### config.mk
export PLATFORM = sky130hd
export DESIGN_NAME = mp64_kem_dma
export DESIGN_NICKNAME = d
export VERILOG_FILES = /design/src/rtl/mp64_kem_dma_pkg.sv /design/src/rtl/mp64_kem_dma_pack.sv /design/src/rtl/mp64_kem_dma.sv
export SDC_FILE = /design/constraint.sdc
export NUM_CORES = 1
export LEC_CHECK = 0
export ABC_CLOCK_PERIOD_IN_PS = 15500
export CAP_MARGIN = 20
export CORE_MARGIN = 3
export CORE_UTILIZATION = 45
export CTS_CLUSTER_SIZE = 16
export DETAILED_ROUTE_END_ITERATION = 8
export PLACE_DENSITY_LB_ADDON = 0.3
export SYNTH_ARGS = -nofsm -noshare
export SYNTH_HDL_FRONTEND = slang
export SYNTH_SLANG_ARGS = --single-unit
### constraint.sdc
create_clock -name clk -period 15.5 [get_ports clk]
set_input_delay 3.875 -clock clk [delete_from_list [all_inputs] [get_ports clk]]
set_output_delay 3.875 -clock clk [all_outputs]
set_load 0.01 [all_outputs]
### src/rtl/mp64_kem_dma_pkg.sv
// mp64_kem_dma_pkg: shared constants for the KEM byte-streaming DMA engine.
// KEM slave register offsets, buffer IDs/sizes, status codes, DMA register
// offsets and the engine state encoding.
// Optional feature macro: MP64_KEM_DMA_AUTOCMD_EN adds the CMD/POLL states.
package mp64_kem_dma_pkg;

  // KEM slave register offsets
  localparam logic [5:0] KEM_REG_CMD     = 6'h00;  // write: command, read: status
  localparam logic [5:0] KEM_REG_BUF_SEL = 6'h08;
  localparam logic [5:0] KEM_REG_DATA    = 6'h10;
  localparam logic [5:0] KEM_REG_IDX     = 6'h18;

  // KEM buffer IDs and their sizes in bytes
  localparam logic [2:0] KEM_BUF_SEED = 3'd0;
  localparam logic [2:0] KEM_BUF_PK   = 3'd1;
  localparam logic [2:0] KEM_BUF_SK   = 3'd2;
  localparam logic [2:0] KEM_BUF_CT   = 3'd3;
  localparam logic [2:0] KEM_BUF_SS   = 3'd4;

  localparam logic [11:0] KEM_SIZE_SEED = 12'd64;
  localparam logic [11:0] KEM_SIZE_PK   = 12'd800;
  localparam logic [11:0] KEM_SIZE_SK   = 12'd1632;
  localparam logic [11:0] KEM_SIZE_CT   = 12'd768;
  localparam logic [11:0] KEM_SIZE_SS   = 12'd32;

  // KEM status codes
  localparam logic [7:0] KEM_STATUS_IDLE = 8'd0;
  localparam logic [7:0] KEM_STATUS_DONE = 8'd2;

  // DMA slave register offsets
  localparam logic [5:0] DMA_REG_CTRL     = 6'h00;
  localparam logic [5:0] DMA_REG_MEM_ADDR = 6'h08;
  localparam logic [5:0] DMA_REG_LEN      = 6'h10;
  localparam logic [5:0] DMA_REG_KIDX     = 6'h18;
  localparam logic [5:0] DMA_REG_COUNT    = 6'h20;

  // Status reads allowed before declaring the KEM stuck
  localparam logic [15:0] POLL_LIMIT = 16'hFFFF;

  typedef enum logic [3:0] {
    ST_IDLE,
    ST_SEL,
    ST_IDX,
    ST_MRD,
    ST_KWR,
    ST_KRD,
    ST_MWR,
`ifdef MP64_KEM_DMA_AUTOCMD_EN
    ST_CMD,
    ST_POLL,
`endif
    ST_FIN
  } dma_state_t;

  // Size of a KEM buffer; unknown IDs report 0 so any non-empty request fails
  function automatic logic [11:0] kem_buf_size(input logic [2:0] id);
    case (id)
      KEM_BUF_SEED: kem_buf_size = KEM_SIZE_SEED;
      KEM_BUF_PK:   kem_buf_size = KEM_SIZE_PK;
      KEM_BUF_SK:   kem_buf_size = KEM_SIZE_SK;
      KEM_BUF_CT:   kem_buf_size = KEM_SIZE_CT;
      KEM_BUF_SS:   kem_buf_size = KEM_SIZE_SS;
      default:      kem_buf_size = 12'd0;
    endcase
  endfunction

endpackage

### src/rtl/mp64_kem_dma_pack.sv
// mp64_kem_dma_pack: 8-lane byte packer/unpacker. Holds one 64-bit memory
// word, the current byte lane and the mask of lanes filled from the KEM side.
module mp64_kem_dma_pack (
  input  logic        clk,
  input  logic        rst,
  input  logic        clear,      // empty the word, lane back to 0
  input  logic        load,       // take a whole word from memory
  input  logic [63:0] load_data,
  input  logic        adv,        // current lane consumed
  input  logic        put,        // write put_byte into current lane
  input  logic [7:0]  put_byte,
  output logic [63:0] word,
  output logic [2:0]  lane,
  output logic [7:0]  cur_byte,
  output logic [7:0]  be
);

  logic [2:0] lane_reg;

  // Lane pointer: restarts on every new word, steps on each byte moved
  always_ff @(posedge clk or posedge rst) begin
    if (rst) begin
      lane_reg <= 3'd0;
    end else if (clear || load) begin
      lane_reg <= 3'd0;
    end else if (adv || put) begin
      lane_reg <= lane_reg + 3'd1;
    end
  end

  for (genvar gi = 0; gi < 8; gi++) begin : g_lane
    logic [7:0] byte_reg;
    logic       be_reg;

    // Per-lane byte storage and fill flag
    always_ff @(posedge clk or posedge rst) begin
      if (rst) begin
        byte_reg <= 8'd0;
        be_reg   <= 1'b0;
      end else if (clear) begin
        byte_reg <= 8'd0;
        be_reg   <= 1'b0;
      end else if (load) begin
        byte_reg <= load_data[gi*8 +: 8];
        be_reg   <= 1'b0;
      end else if (put && (lane_reg == 3'(gi))) begin
        byte_reg <= put_byte;
        be_reg   <= 1'b1;
      end
    end

    assign word[gi*8 +: 8] = byte_reg;
    assign be[gi]          = be_reg;
  end

  assign lane     = lane_reg;
  assign cur_byte = word[{lane_reg, 3'b000} +: 8];

endmodule

### src/rtl/mp64_kem_dma.sv
// mp64_kem_dma: byte-streaming DMA between 64-bit system memory and one KEM
// buffer through the KEM MMIO byte port. CPU programs it via a small slave.
// Optional feature macro: MP64_KEM_DMA_AUTOCMD_EN (issue a KEM command and
// poll for completion after a mem->kem load).
module mp64_kem_dma
  import mp64_kem_dma_pkg::*;
#(
  parameter int MEM_AW = 32,
  parameter int LEN_W  = 11
) (
  input  logic              clk,
  input  logic              rst,
  input  logic              s_req,
  input  logic [5:0]        s_addr,
  input  logic [63:0]       s_wdata,
  input  logic              s_wen,
  output logic [63:0]       s_rdata,
  output logic              s_ack,
  output logic              k_req,
  output logic [5:0]        k_addr,
  output logic [63:0]       k_wdata,
  output logic              k_wen,
  input  logic [63:0]       k_rdata,
  input  logic              k_ack,
  output logic              m_req,
  output logic [MEM_AW-1:0] m_addr,
  output logic [63:0]       m_wdata,
  output logic [7:0]        m_be,
  output logic              m_wen,
  input  logic [63:0]       m_rdata,
  input  logic              m_ack,
  output logic              irq
);

  dma_state_t        state_reg, state_next;
  logic [MEM_AW-1:0] mem_addr_reg, ptr_reg;
  logic [LEN_W-1:0]  len_reg, kidx_reg, count_reg;
  logic [2:0]        buf_id_reg;
  logic              dir_reg, irq_en_reg, done_reg, err_reg, gap_reg;
  logic [63:0]       rd_data;
  logic [63:0]       pk_word;
  logic [2:0]        pk_lane;
  logic [7:0]        pk_cur_byte, pk_be;

  logic busy, s_wr, ctrl_wr, start_req, start_valid;
  logic k_done, m_done, last_byte, lane_last;
  logic unused_bits;

  assign busy        = (state_reg != ST_IDLE);
  assign s_wr        = s_req & s_wen;
  assign ctrl_wr     = s_wr && (s_addr == DMA_REG_CTRL);
  assign start_req   = ctrl_wr && s_wdata[0] && !busy;
  assign start_valid = (s_wdata[4:2] <= KEM_BUF_SS) && (len_reg != '0) &&
                       ((32'(kidx_reg) + 32'(len_reg)) <= 32'(kem_buf_size(s_wdata[4:2])));
  assign k_done      = k_req & k_ack;
  assign m_done      = m_req & m_ack;
  assign last_byte   = ((count_reg + LEN_W'(1)) == len_reg);
  assign lane_last   = (pk_lane == 3'd7);
  assign irq         = irq_en_reg & (done_reg | err_reg);
  assign unused_bits = ^{s_wdata[63:MEM_AW], k_rdata[63:8]};

`ifdef MP64_KEM_DMA_AUTOCMD_EN
  logic [2:0]  autocmd_reg;
  logic [15:0] poll_cnt_reg;
  logic        cmd_en, poll_ok, poll_timeout;

  assign cmd_en       = (autocmd_reg != 3'd0) && (autocmd_reg <= 3'd3);
  assign poll_ok      = (k_rdata[7:0] == KEM_STATUS_DONE);
  assign poll_timeout = (state_reg == ST_POLL) && k_done && !poll_ok &&
                        (poll_cnt_reg == POLL_LIMIT - 16'd1);

  // Autocommand code capture and unsuccessful-poll counter
  always_ff @(posedge clk or posedge rst) begin
    if (rst) begin
      autocmd_reg  <= 3'd0;
      poll_cnt_reg <= 16'd0;
    end else begin
      if (start_req && start_valid) autocmd_reg <= s_wdata[9:7];
      if (state_reg == ST_CMD) poll_cnt_reg <= 16'd0;
      else if (state_reg == ST_POLL && k_done) poll_cnt_reg <= poll_cnt_reg + 16'd1;
    end
  end
`endif

  mp64_kem_dma_pack u_pack (
    .clk       (clk),
    .rst       (rst),
    .clear     ((start_req && start_valid) || (state_reg == ST_MWR && m_done)),
    .load      (state_reg == ST_MRD && m_done),
    .load_data (m_rdata),
    .adv       (state_reg == ST_KWR && k_done),
    .put       (state_reg == ST_KRD && k_done),
    .put_byte  (k_rdata[7:0]),
    .word      (pk_word),
    .lane      (pk_lane),
    .cur_byte  (pk_cur_byte),
    .be        (pk_be)
  );

  // State register
  always_ff @(posedge clk or posedge rst) begin
    if (rst) state_reg <= ST_IDLE;
    else     state_reg <= state_next;
  end

  // Next-state: each bus state advances only on its own ack
  always_comb begin
    state_next = state_reg;
    case (state_reg)
      ST_IDLE: if (start_req && start_valid) state_next = ST_SEL;
      ST_SEL:  if (k_done) state_next = ST_IDX;
      ST_IDX:  if (k_done) state_next = dir_reg ? ST_KRD : ST_MRD;
      ST_MRD:  if (m_done) state_next = ST_KWR;
      ST_KWR: begin
        if (k_done) begin
          if (last_byte) begin
`ifdef MP64_KEM_DMA_AUTOCMD_EN
            state_next = cmd_en ? ST_CMD : ST_FIN;
`else
            state_next = ST_FIN;
`endif
          end else if (lane_last) begin
            state_next = ST_MRD;
          end
        end
      end
      ST_KRD:  if (k_done && (last_byte || lane_last)) state_next = ST_MWR;
      ST_MWR:  if (m_done) state_next = (count_reg == len_reg) ? ST_FIN : ST_KRD;
`ifdef MP64_KEM_DMA_AUTOCMD_EN
      ST_CMD:  if (k_done) state_next = ST_POLL;
      ST_POLL: begin
        if (k_done) begin
          if (poll_ok)           state_next = ST_FIN;
          else if (poll_timeout) state_next = ST_IDLE;
        end
      end
`endif
      ST_FIN:  state_next = ST_IDLE;
      default: state_next = ST_IDLE;
    endcase
  end

  // Bus outputs decoded from state; req is withheld for one cycle after any ack
  always_comb begin
    k_req   = 1'b0;
    k_addr  = 6'd0;
    k_wdata = 64'd0;
    k_wen   = 1'b0;
    m_req   = 1'b0;
    m_addr  = '0;
    m_wdata = 64'd0;
    m_be    = 8'd0;
    m_wen   = 1'b0;
    case (state_reg)
      ST_SEL: begin
        k_req = !gap_reg; k_addr = KEM_REG_BUF_SEL; k_wdata = 64'(buf_id_reg); k_wen = 1'b1;
      end
      ST_IDX: begin
        k_req = !gap_reg; k_addr = KEM_REG_IDX; k_wdata = 64'(kidx_reg); k_wen = 1'b1;
      end
      ST_KWR: begin
        k_req = !gap_reg; k_addr = KEM_REG_DATA; k_wdata = 64'(pk_cur_byte); k_wen = 1'b1;
      end
      ST_KRD: begin
        k_req = !gap_reg; k_addr = KEM_REG_DATA;
      end
      ST_MRD: begin
        m_req = !gap_reg; m_addr = ptr_reg;
      end
      ST_MWR: begin
        m_req = !gap_reg; m_addr = ptr_reg; m_wdata = pk_word; m_be = pk_be; m_wen = 1'b1;
      end
`ifdef MP64_KEM_DMA_AUTOCMD_EN
      ST_CMD: begin
        k_req = !gap_reg; k_addr = KEM_REG_CMD; k_wdata = 64'(autocmd_reg); k_wen = 1'b1;
      end
      ST_POLL: begin
        k_req = !gap_reg; k_addr = KEM_REG_CMD;
      end
`endif
      default: ;
    endcase
  end

  // Programming registers, transfer pointer/count and sticky DONE/ERR
  always_ff @(posedge clk or posedge rst) begin
    if (rst) begin
      mem_addr_reg <= '0;
      ptr_reg      <= '0;
      len_reg      <= '0;
      kidx_reg     <= '0;
      count_reg    <= '0;
      buf_id_reg   <= 3'd0;
      dir_reg      <= 1'b0;
      irq_en_reg   <= 1'b0;
      done_reg     <= 1'b0;
      err_reg      <= 1'b0;
      gap_reg      <= 1'b0;
    end else begin
      gap_reg <= k_done | m_done;
      if (s_wr && !busy) begin
        case (s_addr)
          DMA_REG_MEM_ADDR: mem_addr_reg <= {s_wdata[MEM_AW-1:3], 3'b000};
          DMA_REG_LEN:      len_reg      <= s_wdata[LEN_W-1:0];
          DMA_REG_KIDX:     kidx_reg     <= s_wdata[LEN_W-1:0];
          default: ;
        endcase
      end
      if (state_reg == ST_FIN) done_reg <= 1'b1;
      if (ctrl_wr) begin
        irq_en_reg <= s_wdata[5];
        if (s_wdata[6]) begin
          done_reg <= 1'b0;
          err_reg  <= 1'b0;
        end
      end
      if (start_req) begin
        if (start_valid) begin
          dir_reg    <= s_wdata[1];
          buf_id_reg <= s_wdata[4:2];
          ptr_reg    <= mem_addr_reg;
          count_reg  <= '0;
          done_reg   <= 1'b0;
          err_reg    <= 1'b0;
        end else begin
          err_reg <= 1'b1;
        end
      end
      if (m_done) ptr_reg <= ptr_reg + MEM_AW'(8);
      if ((state_reg == ST_KWR || state_reg == ST_KRD) && k_done) count_reg <= count_reg + LEN_W'(1);
`ifdef MP64_KEM_DMA_AUTOCMD_EN
      if (poll_timeout) err_reg <= 1'b1;
`endif
    end
  end

  // Slave read mux
  always_comb begin
    rd_data = 64'd0;
    case (s_addr)
      DMA_REG_CTRL: begin
        rd_data[2:0] = {err_reg, done_reg, busy};
`ifdef MP64_KEM_DMA_AUTOCMD_EN
        rd_data[9:7] = autocmd_reg;
`endif
      end
      DMA_REG_MEM_ADDR: rd_data[MEM_AW-1:0] = mem_addr_reg;
      DMA_REG_LEN:      rd_data[LEN_W-1:0]  = len_reg;
      DMA_REG_KIDX:     rd_data[LEN_W-1:0]  = kidx_reg;
      DMA_REG_COUNT:    rd_data[LEN_W-1:0]  = count_reg;
      default: ;
    endcase
  end

  // Slave response: ack and read data one cycle after the request, never stalls
  always_ff @(posedge clk or posedge rst) begin
    if (rst) begin
      s_ack   <= 1'b0;
      s_rdata <= 64'd0;
    end else begin
      s_ack <= s_req;
      if (s_req && !s_wen) s_rdata <= rd_data;
    end
  end

endmodule

==> reports/metrics.cfg <==
[run_status]
outcome = finished clean

[worst_setup_path]
critPathMaxFanout = 24
path_class = flop to output port
end_kind = output port
critPathLaunchType = flop
path_delay_family = simple AND/OR/NAND/NOR gates
crit_required_ns = 11.62
path_buf_inv = 1
crit_slowest_cell = dfrtp_1
path_cells = xor2_2, nand2_1, nor2_1, clkdlybuf4s50_1
max_stage_delay_ns = 0.78
arrival_ns = 3.49

[routing]
vias_per_cell = 5.74
totalWireLength_microns = 41500
firstDrtPassIters = 6
drc = 0
ant_nets = 0
drt_iter0_drc = 1004
via_count = 11600
wl_per_cell_microns = 20.5

[clocking]
cts.sinks = 210
post_cts_resized = 0
postCtsSetupBuffers = 0
h-tree-depth = 1
clock-root-buffer = clkbuf_16
cts_tree = built
max-clock-path-buffers = 3
insertion_delay_ns = 0.53
cts_buffers = 25
postCtsHoldBufs = 0
clk_pin_slew_ns = 0.06

[power_and_ir_drop]
clkPwrFrac_pct = 26.9
p_comb_share_pct = 36.8
power.density_nw_per_um2 = 135
switchingPower_mw = 0.816
vdd_drop_max_v = 0.000139
power.internal_mw = 1.43
leakage_nw = 7.60
sw_frac_of_total_pct = 36.3
seqPwrFrac_pct = 36.3
p_total_mw = 2.25

[sta]
timing.final.crit_share_pct = 47.5
layout_min_cycle_time_ns = 7.36
slew_headroom_pct = 32.7
tightest_slew_ns = 1.01
max_clock_freq_mhz = 136
slew_viol_final = 0
hold_violations = 0
fin_tns_setup_ns = 0
setup_viol = 0
rsz0062_at_grt = no
skew_ns = 0.0229

[floorplan]
floorplan.initialDensity_pct = 46.0
num_io_pins = 448
die_x_microns = 178
dieArea_sq_um = 31600
fp.coreArea_sq_um = 28900
die_h_microns = 178
fp-row-count = 62

[global_routing]
antenna_found_initial = 0
grt_pass1_wl_microns = 64100
grt_max_degree = 134
grt_usage_pct = 25.6
grt_pass1_vias = 11100
grt.overflow.total = 0

[place]
place_inst = 1982
gp_congestion = 0.898
io_buffers = 267
dp_hpwl_microns = 29100

[synth]
avgSynthCellArea_sq_um = 9.32
netlist_area_sq_um = 13300
synth-seq-cells = 210
synthCells = 1424
yosysUniqueCellTypes = 81
synthFlopType = dfrtp_1
ys_warn_count = 0
ys_async_sr_fraction_pct = 100
ys_seq_area_share_pct = 39.6
synth_edf_count = 0

[cells_and_area]
finalNonFillerCells = 2027
num_antenna_cells = 0
largest_register_ffs = 64
synthToLayoutAreaGrowth_pct = 25.1
fillCellCount = 2529
seqCellArea_sq_um = 5260
drive_gt1_share_pct = 12.7
layout.nets = 1854
multiInputGateArea_sq_um = 7090

[hold_path]
hold_class = flop to flop

[job]
cap_violations = 0

[power groups by stage]
| stage | clock network [mW] | registers, mW | logic [mW] |
|---|---|---|---|
| 2_1_floorplan | 0 | 0.751 | 0.581 |
| 3_3_place_gp | 0 | 0.814 | 0.817 |
| 3_5_place_dp | 0 | 0.820 | 0.826 |
| 4_1_cts | 0.614 | 0.811 | 0.831 |
| 5_1_grt | 0.636 | 0.831 | 0.902 |
| 6_report | 0.604 | 0.817 | 0.828 |
[layout make-up]
type                       count  share of cell area, %
multi-input combinational   1077                   42.7
sequential                   210                   31.7
timing repair buffer         284                   17.0
clock buffer                  34                   4.27
tap                          384                   2.89
clock inverter                11                  0.814
inverter                      27                  0.656
[cells in the mapped netlist (4+ instances only)]
cell / number / area [sq um]
dfrtp_1: 210 / 5260
nand2_1: 141 / 529
a21oi_1: 117 / 586
and3_1: 110 / 688
mux2_2: 100 / 1130
buf_4: 93 / 698
clkbuf_1: 69 / 259
nor3_1: 68 / 340
nor2_1: 64 / 240
o21ai_0: 55 / 275
nand3_1: 29 / 145
inv_1: 26 / 97.6
ha_1: 24 / 300
nand4_1: 23 / 144
mux2i_1: 16 / 160
mux4_2: 16 / 360
o31ai_1: 16 / 120
buf_1: 15 / 56.3
nor2b_1: 15 / 93.8
buf_2: 14 / 70.1
a31oi_1: 13 / 81.3
nand2b_1: 12 / 75.1
xnor2_1: 12 / 105
xor2_1: 12 / 105
a22o_1: 11 / 96.3
buf_6: 10 / 113
a222oi_1: 9 / 90.1
a21o_1: 7 / 52.6
and4_1: 7 / 61.3
nand3_2: 6 / 60.1
o21a_1: 6 / 45.0
or2_2: 6 / 37.5
a221o_1: 5 / 50.1
nor4_1: 5 / 31.3
or3_1: 5 / 31.3
a22oi_1: 4 / 30.0
and2_1: 4 / 25.0
o22ai_1: 4 / 25.0
[through the flow]
stage	worst slack, ns	util, %	area [sq um]	hold WS, ns
2_1_floorplan	5.89	-	13600	0.440
3_3_place_gp	7.67	54.5	15700	0.452
3_5_place_dp	7.72	54.6	15800	0.466
4_1_cts	8.15	57.5	16600	0.479
5_1_grt	7.91	57.5	16600	0.500
6_report	8.14	57.5	16600	0.476
[cells by family after synthesis]
logic type | share of synthesized area [%]
AO/OA/AOI/OAI | 13.7
XOR/XNOR | 1.71
adder cells (fa/ha/maj) | 2.49
buffers and inverters | 9.77
flip-flops | 39.6
multiplexers | 12.4
other | 0.0283
AND/OR/NAND/NOR | 20.3
[metal layers]
metal	track usage, %	up-vias	share of wire [%]
met1	34.7	5587	41
met2	40.8	622	46
li1	-	5364	-
met3	6.23	62	10
met4	7.46	0	2.8
met5	0	-	0
[final timing paths]
kind                               from                      endpoint  slack, ns  cells past startpoint
setup / recovery           state_reg[0]                     m_addr[8]       8.14                      4
hold / removal              s_rdata[31]                   s_rdata[31]       0.48                      2
setup reg to reg             len_reg[0]  u_pack.g_lane[0].byte_reg[6]      10.31                     16
hold reg to reg             s_rdata[31]                   s_rdata[31]       0.48                      2
max in group asynchronous           rst                    s_rdata[2]      10.00                      3
min in group asynchronous           rst  u_pack.g_lane[6].byte_reg[4]       3.89                      2
[cells in the final DEF, fill, tap and decap left out, types with 5 or more instances in the layout]
cell	n
a21o_1	7
a21oi_1	117
a221o_1	5
a222oi_1	9
a22o_1	11
a31oi_1	13
and3_1	110
and4_1	7
buf_4	15
clkbuf_16	25
clkbuf_8	5
clkdlybuf4s50_1	267
clkinv_2	6
conb_1	92
dfrtp_1	209
ha_1	24
inv_1	25
mux2_2	100
mux2i_1	16
mux4_2	16
nand2_1	141
nand2b_1	11
nand3_1	28
nand3_2	7
nand4_1	23
nor2_1	62
nor2b_1	14
nor3_1	68
nor4_1	5
o21a_1	6
o21ai_0	55
o31ai_1	16
or2_2	6
or3_1	5
xnor2_1	12
xor2_1	12
[worst min-delay path, cell delays in order, from the launching register on]
cell     delay [ns]
dfrtp_1        0.34
nand2_1        0.04
o21ai_0        0.06
(Power assumes the default switching activity.)
